`config.mk`:
```
export PLATFORM = sky130hd
export DESIGN_NAME = axi_lite_to_axi_upsize
export DESIGN_NICKNAME = d
export VERILOG_FILES = /design/src/rtl/axi_pkg.sv /design/src/rtl/axi_lite_lane_fifo.sv /design/src/rtl/axi_lite_to_axi_upsize.sv
export SDC_FILE = /design/constraint.sdc
export NUM_CORES = 1
export LEC_CHECK = 0
export CAP_MARGIN = 20
export CORE_AREA = 2 2 173 175
export CTS_BUF_LIST = sky130_fd_sc_hd__clkbuf_4 sky130_fd_sc_hd__clkbuf_8 sky130_fd_sc_hd__clkbuf_16
export DETAILED_ROUTE_END_ITERATION = 16
export DIE_AREA = 0 0 175 177
export GPL_ROUTABILITY_DRIVEN = 0
export PLACE_DENSITY_LB_ADDON = 0.08
export SLEW_MARGIN = 10
export SYNTH_ARGS = -nofsm -noshare
export SYNTH_HDL_FRONTEND = slang
export SYNTH_HIERARCHICAL = 1
export SYNTH_SLANG_ARGS = --single-unit
```
`constraint.sdc`:
```
create_clock -name clk_i -period 3.2 [get_ports clk_i]
set_input_delay 0.64 -clock clk_i [delete_from_list [all_inputs] [get_ports clk_i]]
set_output_delay 0.64 -clock clk_i [all_outputs]
set_load 0.1 [all_outputs]
```
`src/rtl/axi_pkg.sv`:
```
// Shared AXI / AXI4-Lite struct types and lane/width helpers used by the
// Lite-to-AXI upsizer.
package axi_pkg;

    localparam int unsigned DefAddrWidth = 32;
    localparam int unsigned DefLiteWidth = 32;
    localparam int unsigned DefAxiWidth  = 64;
    localparam int unsigned DefIdWidth   = 1;

    localparam logic [1:0] BurstFixed = 2'b00;
    localparam logic [1:0] RespOkay   = 2'b00;

    typedef struct packed {
        logic [DefAddrWidth-1:0] addr;
        logic [2:0]              prot;
    } lite_ax_t;

    typedef struct packed {
        logic [DefLiteWidth-1:0]   data;
        logic [DefLiteWidth/8-1:0] strb;
    } lite_w_t;

    typedef struct packed {
        logic [1:0] resp;
    } lite_b_t;

    typedef struct packed {
        logic [DefLiteWidth-1:0] data;
        logic [1:0]              resp;
    } lite_r_t;

    typedef struct packed {
        lite_ax_t aw;
        logic     aw_valid;
        lite_w_t  w;
        logic     w_valid;
        logic     b_ready;
        lite_ax_t ar;
        logic     ar_valid;
        logic     r_ready;
    } def_lite_req_t;

    typedef struct packed {
        logic    aw_ready;
        logic    w_ready;
        lite_b_t b;
        logic    b_valid;
        logic    ar_ready;
        lite_r_t r;
        logic    r_valid;
    } def_lite_resp_t;

    typedef struct packed {
        logic [DefIdWidth-1:0]   id;
        logic [DefAddrWidth-1:0] addr;
        logic [7:0]              len;
        logic [2:0]              size;
        logic [1:0]              burst;
        logic                    lock;
        logic [3:0]              cache;
        logic [2:0]              prot;
        logic [3:0]              qos;
        logic [3:0]              region;
        logic [0:0]              user;
    } axi_ax_t;

    typedef struct packed {
        logic [DefAxiWidth-1:0]   data;
        logic [DefAxiWidth/8-1:0] strb;
        logic                     last;
        logic [0:0]               user;
    } axi_w_t;

    typedef struct packed {
        logic [DefIdWidth-1:0] id;
        logic [1:0]            resp;
        logic [0:0]            user;
    } axi_b_t;

    typedef struct packed {
        logic [DefIdWidth-1:0]  id;
        logic [DefAxiWidth-1:0] data;
        logic [1:0]             resp;
        logic                   last;
        logic [0:0]             user;
    } axi_r_t;

    typedef struct packed {
        axi_ax_t aw;
        logic    aw_valid;
        axi_w_t  w;
        logic    w_valid;
        logic    b_ready;
        axi_ax_t ar;
        logic    ar_valid;
        logic    r_ready;
    } def_axi_req_t;

    typedef struct packed {
        logic   aw_ready;
        logic   ar_ready;
        logic   w_ready;
        logic   b_valid;
        axi_b_t b;
        logic   r_valid;
        axi_r_t r;
    } def_axi_resp_t;

    function automatic logic [2:0] size_from_width(input int unsigned width);
        return 3'($clog2(width / 8));
    endfunction

    // Index of the narrow word inside one wide beat that this address falls on.
    function automatic int unsigned lite_lane(input logic [63:0] addr,
                                              input int unsigned lite_w,
                                              input int unsigned axi_w);
        logic [63:0] word;
        word = addr >> $clog2(lite_w / 8);
        return 32'(word % 64'(axi_w / lite_w));
    endfunction

endpackage

```
`src/rtl/axi_lite_lane_fifo.sv`:
```
// Small lane-index FIFO without fall-through; keeps the lane of each accepted
// address until the matching data beat has passed.
module axi_lite_lane_fifo #(
    parameter int unsigned Depth  = 4,
    parameter int unsigned Width  = 1,
    localparam int unsigned StoreW = (Width > 0) ? Width : 1
) (
    input  logic              clk_i,
    input  logic              rst_i,
    input  logic              push,
    input  logic [StoreW-1:0] din,
    input  logic              pop,
    output logic              full,
    output logic              empty,
    output logic [StoreW-1:0] head
);

    localparam int unsigned PtrW   = (Depth > 1) ? $clog2(Depth) : 1;
    localparam int unsigned CntW   = $clog2(Depth + 1);
    localparam int unsigned Slots  = 1 << PtrW;

    logic [StoreW-1:0] mem [Slots];
    logic [PtrW-1:0]   wr_ptr, rd_ptr;
    logic [CntW-1:0]   count;
    logic              push_ok, pop_ok;

    function automatic logic [PtrW-1:0] ptr_next(input logic [PtrW-1:0] ptr);
        return (ptr == PtrW'(Depth - 1)) ? '0 : ptr + 1'b1;
    endfunction

    assign full    = (count == CntW'(Depth));
    assign empty   = (count == '0);
    assign head    = mem[rd_ptr];
    // A push into a full FIFO is only legal when the head leaves in the same cycle.
    assign push_ok = push & (~full | pop);
    assign pop_ok  = pop & ~empty;

    always_ff @(posedge clk_i) begin
        if (rst_i) begin
            wr_ptr <= '0;
            rd_ptr <= '0;
            count  <= '0;
        end else begin
            if (push_ok) wr_ptr <= ptr_next(wr_ptr);
            if (pop_ok)  rd_ptr <= ptr_next(rd_ptr);
            if (push_ok && !pop_ok)      count <= count + 1'b1;
            else if (!push_ok && pop_ok) count <= count - 1'b1;
        end
    end

    always_ff @(posedge clk_i) begin
        if (push_ok) mem[wr_ptr] <= din;
    end

endmodule

```
`src/rtl/axi_lite_to_axi_upsize.sv`:
```
// AXI4-Lite slave to wider single-beat AXI4 master: steers write strobes onto
// the addressed lane and extracts read data from the lane recorded at AR time.
module axi_lite_to_axi_upsize
    import axi_pkg::*;
#(
    parameter int unsigned          LiteDataWidth = 32,
    parameter int unsigned          AxiDataWidth  = 64,
    parameter int unsigned          AddrWidth     = 32,
    parameter int unsigned          AxiIdWidth    = 1,
    parameter logic [AxiIdWidth-1:0] AxiId        = '0,
    parameter int unsigned          MaxReads      = 4,
    parameter int unsigned          MaxWrites     = 4,
    parameter type                  req_lite_t    = def_lite_req_t,
    parameter type                  resp_lite_t   = def_lite_resp_t,
    parameter type                  axi_req_t     = def_axi_req_t,
    parameter type                  axi_resp_t    = def_axi_resp_t
) (
    input  logic       clk_i,
    input  logic       rst_i,
    input  req_lite_t  slv_req_lite_i,
    output resp_lite_t slv_resp_lite_o,
    input  logic [3:0] slv_aw_cache_i,
    input  logic [3:0] slv_ar_cache_i,
    output axi_req_t   mst_req_o,
    input  axi_resp_t  mst_resp_i,
    output logic       busy_o
);

    localparam int unsigned Ratio    = AxiDataWidth / LiteDataWidth;
    localparam int unsigned LaneBits = $clog2(Ratio);
    localparam int unsigned LaneW    = (LaneBits > 0) ? LaneBits : 1;
    localparam int unsigned StrbW    = LiteDataWidth / 8;
    localparam int unsigned CntW     = $clog2(MaxWrites + 1);

    logic             en;
    logic [CntW-1:0]  wr_cnt;
    logic             aw_ok, w_ok, ar_ok;
    logic             aw_hs, w_hs, b_hs, ar_hs, r_hs;
    logic             wf_full, wf_empty, rf_full, rf_empty;
    logic [LaneW-1:0] aw_lane, ar_lane, w_lane, rf_head, r_lane;
    logic             unused_bits;

    // Handshakes toward both ports are held off while reset is asserted.
    assign en      = ~rst_i;
    assign aw_ok   = en & (wr_cnt < CntW'(MaxWrites));
    assign w_ok    = en & ~wf_empty;
    assign ar_ok   = en & ~rf_full;

    assign aw_hs   = aw_ok & slv_req_lite_i.aw_valid & mst_resp_i.aw_ready;
    assign w_hs    = w_ok & slv_req_lite_i.w_valid & mst_resp_i.w_ready;
    assign b_hs    = en & mst_resp_i.b_valid & slv_req_lite_i.b_ready;
    assign ar_hs   = ar_ok & slv_req_lite_i.ar_valid & mst_resp_i.ar_ready;
    assign r_hs    = en & mst_resp_i.r_valid & slv_req_lite_i.r_ready;

    assign aw_lane = LaneW'(lite_lane(64'(slv_req_lite_i.aw.addr), LiteDataWidth, AxiDataWidth));
    assign ar_lane = LaneW'(lite_lane(64'(slv_req_lite_i.ar.addr), LiteDataWidth, AxiDataWidth));
    // An R beat with nothing outstanding falls back to lane 0.
    assign r_lane  = rf_empty ? '0 : rf_head;
    assign busy_o  = (wr_cnt != '0) | ~rf_empty;

    axi_lite_lane_fifo #(.Depth(MaxWrites), .Width(LaneBits)) u_wr_lane_fifo (
        .clk_i (clk_i),
        .rst_i (rst_i),
        .push  (aw_hs),
        .din   (aw_lane),
        .pop   (w_hs),
        .full  (wf_full),
        .empty (wf_empty),
        .head  (w_lane)
    );

    axi_lite_lane_fifo #(.Depth(MaxReads), .Width(LaneBits)) u_rd_lane_fifo (
        .clk_i (clk_i),
        .rst_i (rst_i),
        .push  (ar_hs),
        .din   (ar_lane),
        .pop   (r_hs & ~rf_empty),
        .full  (rf_full),
        .empty (rf_empty),
        .head  (rf_head)
    );

    always_ff @(posedge clk_i) begin
        if (rst_i)                                  wr_cnt <= '0;
        else if (aw_hs && !b_hs)                    wr_cnt <= wr_cnt + 1'b1;
        else if (b_hs && !aw_hs && wr_cnt != '0)    wr_cnt <= wr_cnt - 1'b1;
    end

    always_comb begin
        mst_req_o       = '0;
        slv_resp_lite_o = '0;

        mst_req_o.aw.id    = AxiId;
        mst_req_o.aw.addr  = slv_req_lite_i.aw.addr;
        mst_req_o.aw.prot  = slv_req_lite_i.aw.prot;
        mst_req_o.aw.size  = size_from_width(LiteDataWidth);
        mst_req_o.aw.burst = BurstFixed;
        mst_req_o.aw.cache = slv_aw_cache_i;
        mst_req_o.aw_valid       = aw_ok & slv_req_lite_i.aw_valid;
        slv_resp_lite_o.aw_ready = aw_ok & mst_resp_i.aw_ready;

        mst_req_o.w.data = {Ratio{slv_req_lite_i.w.data}};
        for (int unsigned i = 0; i < Ratio; i++) begin
            if (w_lane == LaneW'(i)) mst_req_o.w.strb[i*StrbW +: StrbW] = slv_req_lite_i.w.strb;
        end
        mst_req_o.w.last        = 1'b1;
        mst_req_o.w_valid       = w_ok & slv_req_lite_i.w_valid;
        slv_resp_lite_o.w_ready = w_ok & mst_resp_i.w_ready;

        slv_resp_lite_o.b.resp  = mst_resp_i.b.resp;
        slv_resp_lite_o.b_valid = en & mst_resp_i.b_valid;
        mst_req_o.b_ready       = en & slv_req_lite_i.b_ready;

        mst_req_o.ar.id    = AxiId;
        mst_req_o.ar.addr  = slv_req_lite_i.ar.addr;
        mst_req_o.ar.prot  = slv_req_lite_i.ar.prot;
        mst_req_o.ar.size  = size_from_width(LiteDataWidth);
        mst_req_o.ar.burst = BurstFixed;
        mst_req_o.ar.cache = slv_ar_cache_i;
        mst_req_o.ar_valid       = ar_ok & slv_req_lite_i.ar_valid;
        slv_resp_lite_o.ar_ready = ar_ok & mst_resp_i.ar_ready;

        for (int unsigned i = 0; i < Ratio; i++) begin
            if (r_lane == LaneW'(i))
                slv_resp_lite_o.r.data = mst_resp_i.r.data[i*LiteDataWidth +: LiteDataWidth];
        end
        slv_resp_lite_o.r.resp  = mst_resp_i.r.resp;
        slv_resp_lite_o.r_valid = en & mst_resp_i.r_valid;
        mst_req_o.r_ready       = en & slv_req_lite_i.r_ready;
    end

    assign unused_bits = ^{wf_full, mst_resp_i.b.id, mst_resp_i.b.user,
                           mst_resp_i.r.id, mst_resp_i.r.last, mst_resp_i.r.user};

endmodule

```
# Word-level counts from Yosys, hierarchy flattened
# Memories as Yosys holds them, arrays and structs flattened. A register that Yosys moved wholly into a read port is not among the register bits.
# Index checks and enable logic that the tools add are counted.
[totals]
ff_bits = 17
latchBits = 0
mem_bits_rw = 8
romBits = 0
input_bits = 199
out_inout_bits = 247
word_cells = 98
mem_count = 2
[op_classes]
addsub = 10
n_mul = 0
div = 0
order_cmp = 1
eq_ne = 6
n_shift = 0
muxes = 22
n_bitwise = 31
reduce_logical = 19
[memory_table]
columns = ["name", "depth", "word_bits", "read_ports", "rd_clocked_by_memory_dff", "wr", "line_no", "rtl"]
rows = [
  ["u_rd_lane_fifo.mem", 4, 1, 1, 1, 1, "axi_lite_lane_fifo.sv:22", "logic [StoreW-1:0] mem [Slots];"],
  ["u_wr_lane_fifo.mem", 4, 1, 1, 1, 1, "axi_lite_lane_fifo.sv:22", ""],
]
[ops]
columns = ["operator", "n"]
rows = [
  ["$mux 32", 1],
  ["$and 1x1->1", 23],
  ["$mux 3", 6],
  ["$mux 2", 8],
  ["$add 3x1->3 const B", 3],
  ["$sub 3x1->3 const B", 3],
  ["$add 2x1->2 const B", 4],
  ["$eq 2x2->1 const B", 4],
  ["$mux 4", 2],
  ["$logic_and 1x1->1", 7],
  ["$eq 3x3->1 const B", 2],
  ["$logic_not 1->1", 6],
  ["$logic_not 3->1", 2],
  ["$reduce_bool 2->1", 3],
  ["$mux 1", 5],
  ["$not 1->1", 5],
  ["$lt 3x3->1 const B", 1],
  ["$or 1x1->1", 3],
  ["$reduce_bool 3->1", 1],
]

# Logic depth before layout (Yosys ltp)
# Gate-level depths: netlist of run 1.
[depth]
word_depth = 11
depth_mapped = 11
depth_no_buf = 11

# Modules after synthesis
# The synthesis of run 1 kept the hierarchy.
[by_module_without_submodules]
columns = ["mod", "n_inst", "cells_each", "area_each_um2", "seq_area_each_um2"]
rows = [
  ["axi_lite_to_axi_upsize", 1, 276, 2225.9, 60.1],
  ["axi_lite_lane_fifo", 2, 53, 645.6, 300.3],
]

# Least setup slack after synthesis of run 1
# Ideal clock, no wire load.
[synth_timing]
path_type = "input to register"
start = "input rst_i"
end = "register u_rd_lane_fifo.count[2]"
setup_time_ps = 70
arrival_ps = 4837
t_required_ps = 3130
path_slack_ps = -1707
cell_stages = 10
n_path_buf = 1
cell_sequence = "clkbuf_1 -> nor3b_1 -> and2_1 -> a21boi_4 -> ha_1 -> inv_1 -> fa_1 -> xor2_1 -> or3_1 -> a21oi_1"
[synth_between]
word_cells_on_any_way = 16
cone_classes = "mux (1); bitwise (10); reduce/logical (5)"
[synth_rtl]
columns = ["item", "line_no", "rtl"]
rows = [
  ["start: declaration", "axi_lite_to_axi_upsize.sv:19", "input logic rst_i,"],
  ["$not 1->1 *", "axi_lite_to_axi_upsize.sv:44", "assign en = ~rst_i;"],
  ["$and 1x1->1 *", "axi_lite_to_axi_upsize.sv:47", "assign ar_ok = en & ~rf_full;"],
  ["$and 1x1->1 * (2 in a row)", "axi_lite_to_axi_upsize.sv:52", "assign ar_hs = ar_ok & slv_req_lite_i.ar_valid & mst_resp_i.ar_ready;"],
  ["named net ar_hs", "axi_lite_to_axi_upsize.sv:38", "logic aw_hs, w_hs, b_hs, ar_hs, r_hs;"],
  ["$and 1x1->1 *", "axi_lite_lane_fifo.sv:35", "assign push_ok = push & (~full | pop);"],
  ["named net u_rd_lane_fifo.push_ok", "axi_lite_lane_fifo.sv:25", "logic push_ok, pop_ok;"],
  ["$logic_not 1->1", "axi_lite_lane_fifo.sv:47", "else if (!push_ok && pop_ok) count <= count - 1'b1;"],
  ["$logic_and 1x1->1", "axi_lite_lane_fifo.sv:47", ""],
  ["$reduce_bool 2->1 (no source line)", "--", ""],
  ["end signal: assignment", "axi_lite_lane_fifo.sv:46", "if (push_ok && !pop_ok) count <= count + 1'b1;"],
  ["end signal: assignment", "axi_lite_lane_fifo.sv:47", ""],
  ["end: declaration", "axi_lite_lane_fifo.sv:24", "logic [CntW-1:0] count;"],
]
# The timed path passes the listed nets; every way through them passes the cells marked *.
# A chain may end at the register's enable or synchronous reset.

# Final worst setup path of run 1
# Ends and elaborated chain as after synthesis.

==> results of run 1 <==
## worst register-to-register path: stages, from the launching register on
cell and delay, ns:
dfxtp_1 0.39, nor3_1 0.39, buf_4 0.19, and3b_1 0.20, o31ai_2 0.12, ha_1 0.26
inv_1 0.06, fa_1 0.37, xor2_1 0.16, or3_1 0.30, a21oi_1 0.15
## cells by family (layout without fill, tap and decap cells)
| logic type | after synthesis | in the layout | share of synthesized area, % |
|---|---|---|---|
| buffers and inverters | 211 | 160 | 43.5 |
| and+or+nand+nor | 65 | 65 | 12.5 |
| muxes | 45 | 45 | 15.1 |
| DFF | 29 | 29 | 18.8 |
| adders and majority gates | 15 | 15 | 5.98 |
| AOI/OAI and AO/OA | 11 | 11 | 2.88 |
| xor gates and xnor gates | 4 | 4 | 0.996 |
| other | 2 | 50 | 0.214 |
## cell type report
cell class | instances | area (um2)
Clock buffer | 5 | 125
Clock inverter | 3 | 12.5
Fill cell | 3313 | 24900
Inverter | 8 | 30.0
Multi-Input combinational cell | 190 | 1540
Sequential cell | 29 | 662
Tap cell | 390 | 488
Timing Repair Buffer | 144 | 1510
## Yosys cell counts (3+ instances only)
master,count
a21oi_1,4
and2_1,10
and2_2,4
buf_2,3
buf_4,196
clkbuf_1,4
dfxtp_1,21
edfxtp_1,8
fa_1,3
ha_1,12
inv_1,8
mux2_1,32
mux2_4,3
mux2i_1,8
nand2_1,4
nand2b_1,6
nor2_1,8
nor2b_1,9
nor3_1,5
nor3b_1,6
or3_1,4
xor2_1,4
## layer usage
layer  up-vias  GRT usage (%)  wire [um]
li1        982              -          -
met1       916           7.66       4250
met2       228           12.3       5900
met3        14           5.15       1900
met4         2           1.49         93
met5         -           1.60         69
## metrics by stage
stage	utilization, %	std cells
after floorplan	-	430
after global placement	14.5	761
after detailed placement	14.5	761
after CTS	14.9	769
after global routing	14.9	769
final	14.9	769
## report_power, final
group	leakage [nW]	internal, mW	switching, mW
Clock	0.0687	0.280	0.157
Sequential	0.243	0.400	0.0316
Combinational	1.41	0.325	0.911
## worst paths after layout
path                            cells past startpoint                                    end                                  start  slack (ns)
worst min-delay path                                2  u_rd_lane_fifo/rd_ptr[0]$_SDFFE_PP0P_  u_rd_lane_fifo/rd_ptr[0]$_SDFFE_PP0P_        0.51
worst min register to register                      2  u_rd_lane_fifo/rd_ptr[0]$_SDFFE_PP0P_  u_rd_lane_fifo/rd_ptr[0]$_SDFFE_PP0P_        0.51
worst max-delay path                               11   u_rd_lane_fifo/count[2]$_SDFFE_PP0P_                                  rst_i        0.33
worst max register to register                     10   u_rd_lane_fifo/count[2]$_SDFFE_PP0P_   u_rd_lane_fifo/count[0]$_SDFFE_PP0P_        0.53
==> summary.md, run 1 <==
| Metric | Value |
|---|---|
| Critical Path End Type | `flip-flop` |
| Top-area cell type share of the netlist area | `41.8%` |
| CP peak stage delay | `0.44 ns` |
| MaxCap Viol Count | `0` |
| DR WL/cell | `15.9 um` |
| Crit path kind | `in -> reg` |
| Max Slew Vio Count | `0` |
| Die Wd | `175 um` |
| HPWL after DPL | `10900 um` |
| Drt via density | `2.79` |
| Syn Inst Count | `382` |
| Synthesis-to-finish area growth | `24.2%` |
| Critical Path RT | `3.40 ns` |
| Peak supply drop | `0.145 mV` |
| Initial core utilization | `12.0%` |
| Initial antenna violation count | `0` |
| Largest net degree at the start of global routing | `33` |
| H-tree levels | `2` |
| Clk_lat worst skew | `0.27 ns` |
| Design area | `4370 um2` |
| #FFs+latches synth | `29` |
| Setup Buffers After CTS | `0` |
| Slowest CP cell | `clkdlybuf4s50_1` |
| Synth Cell Area | `3520 um2` |
| Final hold vios | `0` |
| Remaining antenna violation count | `0` |
| Die area | `31000 um2` |
| Final Cycle Share | `89.8%` |
| Diodes inserted | `0` |
| Share of flip-flops with an asynchronous set or reset | `0%` |
| YS warnings | `6` |
| DR iter-0 viols | `13` |
| Synth area leaders | `buf_4 (42%), dfxtp_1 (12%), mux2_1 (10%)` |
| Layout cells sized above 1 | `25.6%` |
| Total iterations of the first detailed-routing run | `4` |
| CTS buffer count | `5` |
| Layout Nets | `592` |
| CTS max path bufs | `2` |
| IO Pins | `446` |
| # resized after CTS | `0` |
| Hold Buf Count CTS | `0` |
| Power density over the cells | `482 nW/um2` |
| Post-synth top flop | `dfxtp_1` |
| Clock root cell | `clkbuf_16` |
| Vias post-DR | `2142` |
| Area leader, netlist | `buf_4` |
| IO buf count | `134` |
| Cell family with most CP delay | `simple AND/OR/NAND/NOR gates` |
| CTS clk-pin slew, worst paths | `0.05 ns` |
| Min Tclk post-route | `2.87 ns` |
| Leak pwr | `1.72 nW` |
| Routed WL | `12200 um` |
| Commonest non-fill, non-tap cell in the layout | `clkdlybuf4s50_1` |
| Fmax | `348 MHz` |
| GRT overflow | `0` |
| Final WS setup | `0.326 ns` |
| Worst Path Arrival | `3.08 ns` |
| Number of global-route vias before repair | `2258` |
| Crit path buffers/inverters | `3` |
| Hold Path Class | `reg -> reg` |
| Core area | `29200 um2` |
| Die Y | `177 um` |
| Clock Skews | `0.00717 ns` |
| Startpoint class of the critical path | `input port` |
| Total Power | `2.10 mW` |
| Setup WS pre-CTS | `0.0418 ns` |
| Crit-path cells | `clkdlybuf4s50_1 > buf_12 > nor3b_4 > and2_1 > a21boi_4 > ha_1 > inv_1 > fa_1 > xor2_1 > or3_1 > a21oi_1` |
| Setup_tns | `0 ns` |
| CTS tree | `built` |
| Total track usage | `7.42%` |
| Most frequent cells in the layout | `clkdlybuf4s50_1 (81), conb_1 (50), buf_4 (45)` |
| Post-synth EDFFs | `8` |
| Synth unique cells | `36` |
| Sequential share of the synthesized area | `18.8%` |
| # DRC | `0` |
| Area after DPL | `4230 um2` |
| Global-route wire length before repair | `16500 um` |
| Worst Path Max Fanout | `15` |
| Syn_area_per_cell | `9.21 um2` |
| Num rows | `63` |
| RSZ-0062 raised after global routing | `false` |
| Minimum hold slack | `0.507 ns` |
| CTS Sinks | `29` |
| Status | `completed` |
| Count of final setup violators | `0` |
Note: power is estimated with default switching activity, not from simulation.
==> run 2: changes to the inputs <==
Settings changed: RECOVER_POWER set to 100, REMOVE_ABC_BUFFERS set to 1.
==> run 2 against run 1 <==
  * Critical path type is now reg -> out
  * Flip-flop and latch count stayed put
  * Clock skew is 0.0012 ns higher
  * Global-route usage is 16 points higher
==> summary.md, run 2 (synthesis gave the netlist of run 1 again) <==
| Metric | Value |
|---|---|
| Status | `completed` |
| DR iter-0 viols | `74 (+61)` |
| DR WL/cell | `48.9 um (+210%)` |
| H-tree levels | `2 (unchanged)` |
| Fillcell total | `3328 (+0.45%)` |
| Num rows | `63 (unchanged)` |
| Die area | `31000 um2 (unchanged)` |
| Core area | `29200 um2 (unchanged)` |
| Switching power | `1.14 mW (+4.0%)` |
| Int Power | `979 uW (-2.5%)` |
| Min Tclk post-route | `2.98 ns (+0.108 ns)` |
| Cell family with most CP delay | `simple AND/OR/NAND/NOR gates` |
| CP most frequent cell | `buf_6` |
| Die Wd | `175 um (unchanged)` |
| Total track usage | `23.8% (+16 points)` |
| CTS Sinks | `29 (unchanged)` |
| Placed Instances | `765 (+0.53%)` |
| Clock Skews | `0.00840 ns (+0.00123 ns)` |
| Fmax | `335 MHz (-3.6%)` |
| Comb power frac | `58.2% (-0.5 points)` |
| Layout Nets | `596 (+0.68%)` |
| Crit path kind | `reg -> out` |
| Worst Path Arrival | `2.34 ns (-0.74 ns)` |
| Die Y | `177 um (unchanged)` |
| Worst Path Max Fanout | `32 (+17)` |
| HPWL after DPL | `36100 um (+230%)` |
| Setup Buffers After CTS | `0 (unchanged)` |
| Initial antenna violation count | `0 (unchanged)` |
| Crit path buffers/inverters | `2 (-1)` |
| Slowest CP cell | `nor3_1` |
| Crit-path cells | `nor3_1 > nand2b_2 > buf_6 > mux2_1 > buf_6` |
| Most frequent cells in the layout | `clkdlybuf4s50_1 (79), conb_1 (50), mux2_1 (32)` |
| CTS max path bufs | `2 (unchanged)` |
| Net Sw Frac | `53.9% (+1.6 points)` |
| Slew headroom | `21.5%` |
| Max Slew Vio Count | `0 (unchanged)` |
| Final cell count without fillers | `773 (+0.52%)` |
| Area after DPL | `4550 um2 (+7.6%)` |
| MaxCap Viol Count | `0 (unchanged)` |
| # DRC | `0 (unchanged)` |
| Layout cells sized above 1 | `19.6% (-6.0 points)` |
| Total Power | `2.12 mW (+0.88%)` |
| Critical Path RT | `2.56 ns (-0.84 ns)` |
| Leak pwr | `1.71 nW (-0.24%)` |
| Startpoint class of the critical path | `flip-flop` |
| Hold Buf Count CTS | `0 (unchanged)` |
| Final hold vios | `0 (unchanged)` |
| Worst Tran Pin Value | `1.18 ns` |
| Diodes inserted | `0 (unchanged)` |
| # resized after CTS | `0 (unchanged)` |
| Power density over the cells | `505 nW/um2 (+4.8%)` |
| Count of final setup violators | `0 (unchanged)` |
| Commonest non-fill, non-tap cell in the layout | `clkdlybuf4s50_1` |
| GRT overflow | `0 (unchanged)` |
| Drt via density | `3.17 (+14%)` |
| Remaining antenna violation count | `0 (unchanged)` |
| IO buf count | `134 (unchanged)` |
| Critical Path End Type | `output port` |
| Number of global-route vias before repair | `2422 (+7.3%)` |
| Clock root cell | `clkbuf_16` |
| Share of power burned in registers | `20.2% (-0.3 points)` |
| IO Pins | `446 (unchanged)` |
| CTS clk-pin slew, worst paths | `0.05 ns (about the same)` |
| Hold Path Class | `reg -> reg` |
| RSZ-0062 raised after global routing | `false` |
| Design area | `4200 um2 (-3.7%)` |
| CTS tree | `built` |
| Initial core utilization | `12.0% (unchanged)` |
| Synthesis-to-finish area growth | `19.5%` |
| CP peak stage delay | `0.47 ns (+0.03 ns)` |
| Vias post-DR | `2452 (+14%)` |
| Clock Power Share | `21.6% (+0.8 points)` |
| Peak supply drop | `0.337 mV (+130%)` |
| Routed WL | `37800 um (+210%)` |
| Clk_lat worst skew | `0.28 ns (about the same)` |
| Largest net degree at the start of global routing | `33 (unchanged)` |
| Total iterations of the first detailed-routing run | `4 (unchanged)` |
| CTS buffer count | `5 (unchanged)` |
| Final Cycle Share | `93.2% (+3.4 points)` |
| Global-route wire length before repair | `42900 um (+160%)` |
[run 2: changes by cell type in the layout (fill, tap and decap cells not counted), moves of 5 or more]
cell	delta
buf_4	-26
buf_6	+17
clkbuf_2	+8
and2_0	+6
buf_12	-13
clkbuf_1	+12
and2_1	-5
[run 2: metrics by stage]
step                      util (%)  TNS (ns)  hold slack [ns]  setup slack [ns]
after floorplan                  -    -19.66            0.456             -1.58
after detailed placement      15.6   -0.0876            0.506           -0.0876
after CTS                     16.0         0            0.515             0.191
after global placement        15.6         0            0.495           0.00429
final                         14.4         0            0.518             0.218
after global routing          14.4         0            0.542            0.0521
[run 2: metal layers]
metal | vias up | GRT usage, % | wire length, um
met2 | 429 | 42.3 | 18600
met1 | 1007 | 11.8 | 7040
met5 | - | 5.77 | 247
met3 | 26 | 35.3 | 11400
li1 | 986 | - | -
met4 | 4 | 2.40 | 569
[run 2: worst register-to-register path, delay by kind of cell (launching register included)]
family                   cells  cell delay (ns)
XOR/XNOR                     1             0.16
buffers and inverters        1             0.06
AND/OR/NAND/NOR              3             1.02
flip-flops                   1             0.38
AO/OA/AOI/OAI                2             0.31
adder cells (fa/ha/maj)      2             0.67
[run 2: final cells by class]
cell class | count | area [um2] | share of cell area (%)
multi-input combinational | 190 | 1480 | 35.3
timing repair buffer | 148 | 1400 | 33.3
sequential | 29 | 661 | 15.7
tap | 390 | 488 | 11.6
clock buffer | 6 | 133 | 3.15
inverter | 8 | 30.0 | 0.714
clock inverter | 2 | 10.0 | 0.238
[run 2: power groups by stage]
stage / Sequential [mW] / Clock [mW] / Combinational [mW]
after CTS: 0.431 / 0.474 / 1.39
after global routing: 0.433 / 0.484 / 1.29
after detailed placement: 0.438 / 0 / 1.38
after floorplan: 0.431 / 0 / 0.887
final: 0.428 / 0.458 / 1.24
after global placement: 0.439 / 0 / 1.39
[run 2: final timing paths]
check                                                      startpoint                              endpoint  slack [ns]  depth (start not counted)
worst max-delay path             u_rd_lane_fifo/count[0]$_SDFFE_PP0P_                   slv_resp_lite_o[28]        0.22                          5
worst min-delay path            u_rd_lane_fifo/rd_ptr[0]$_SDFFE_PP0P_                             flip-flop        0.52                          2
worst max register to register   u_rd_lane_fifo/count[0]$_SDFFE_PP0P_  u_rd_lane_fifo/count[2]$_SDFFE_PP0P_        0.52                          9
worst min register to register  u_rd_lane_fifo/rd_ptr[0]$_SDFFE_PP0P_                             flip-flop        0.52                          2
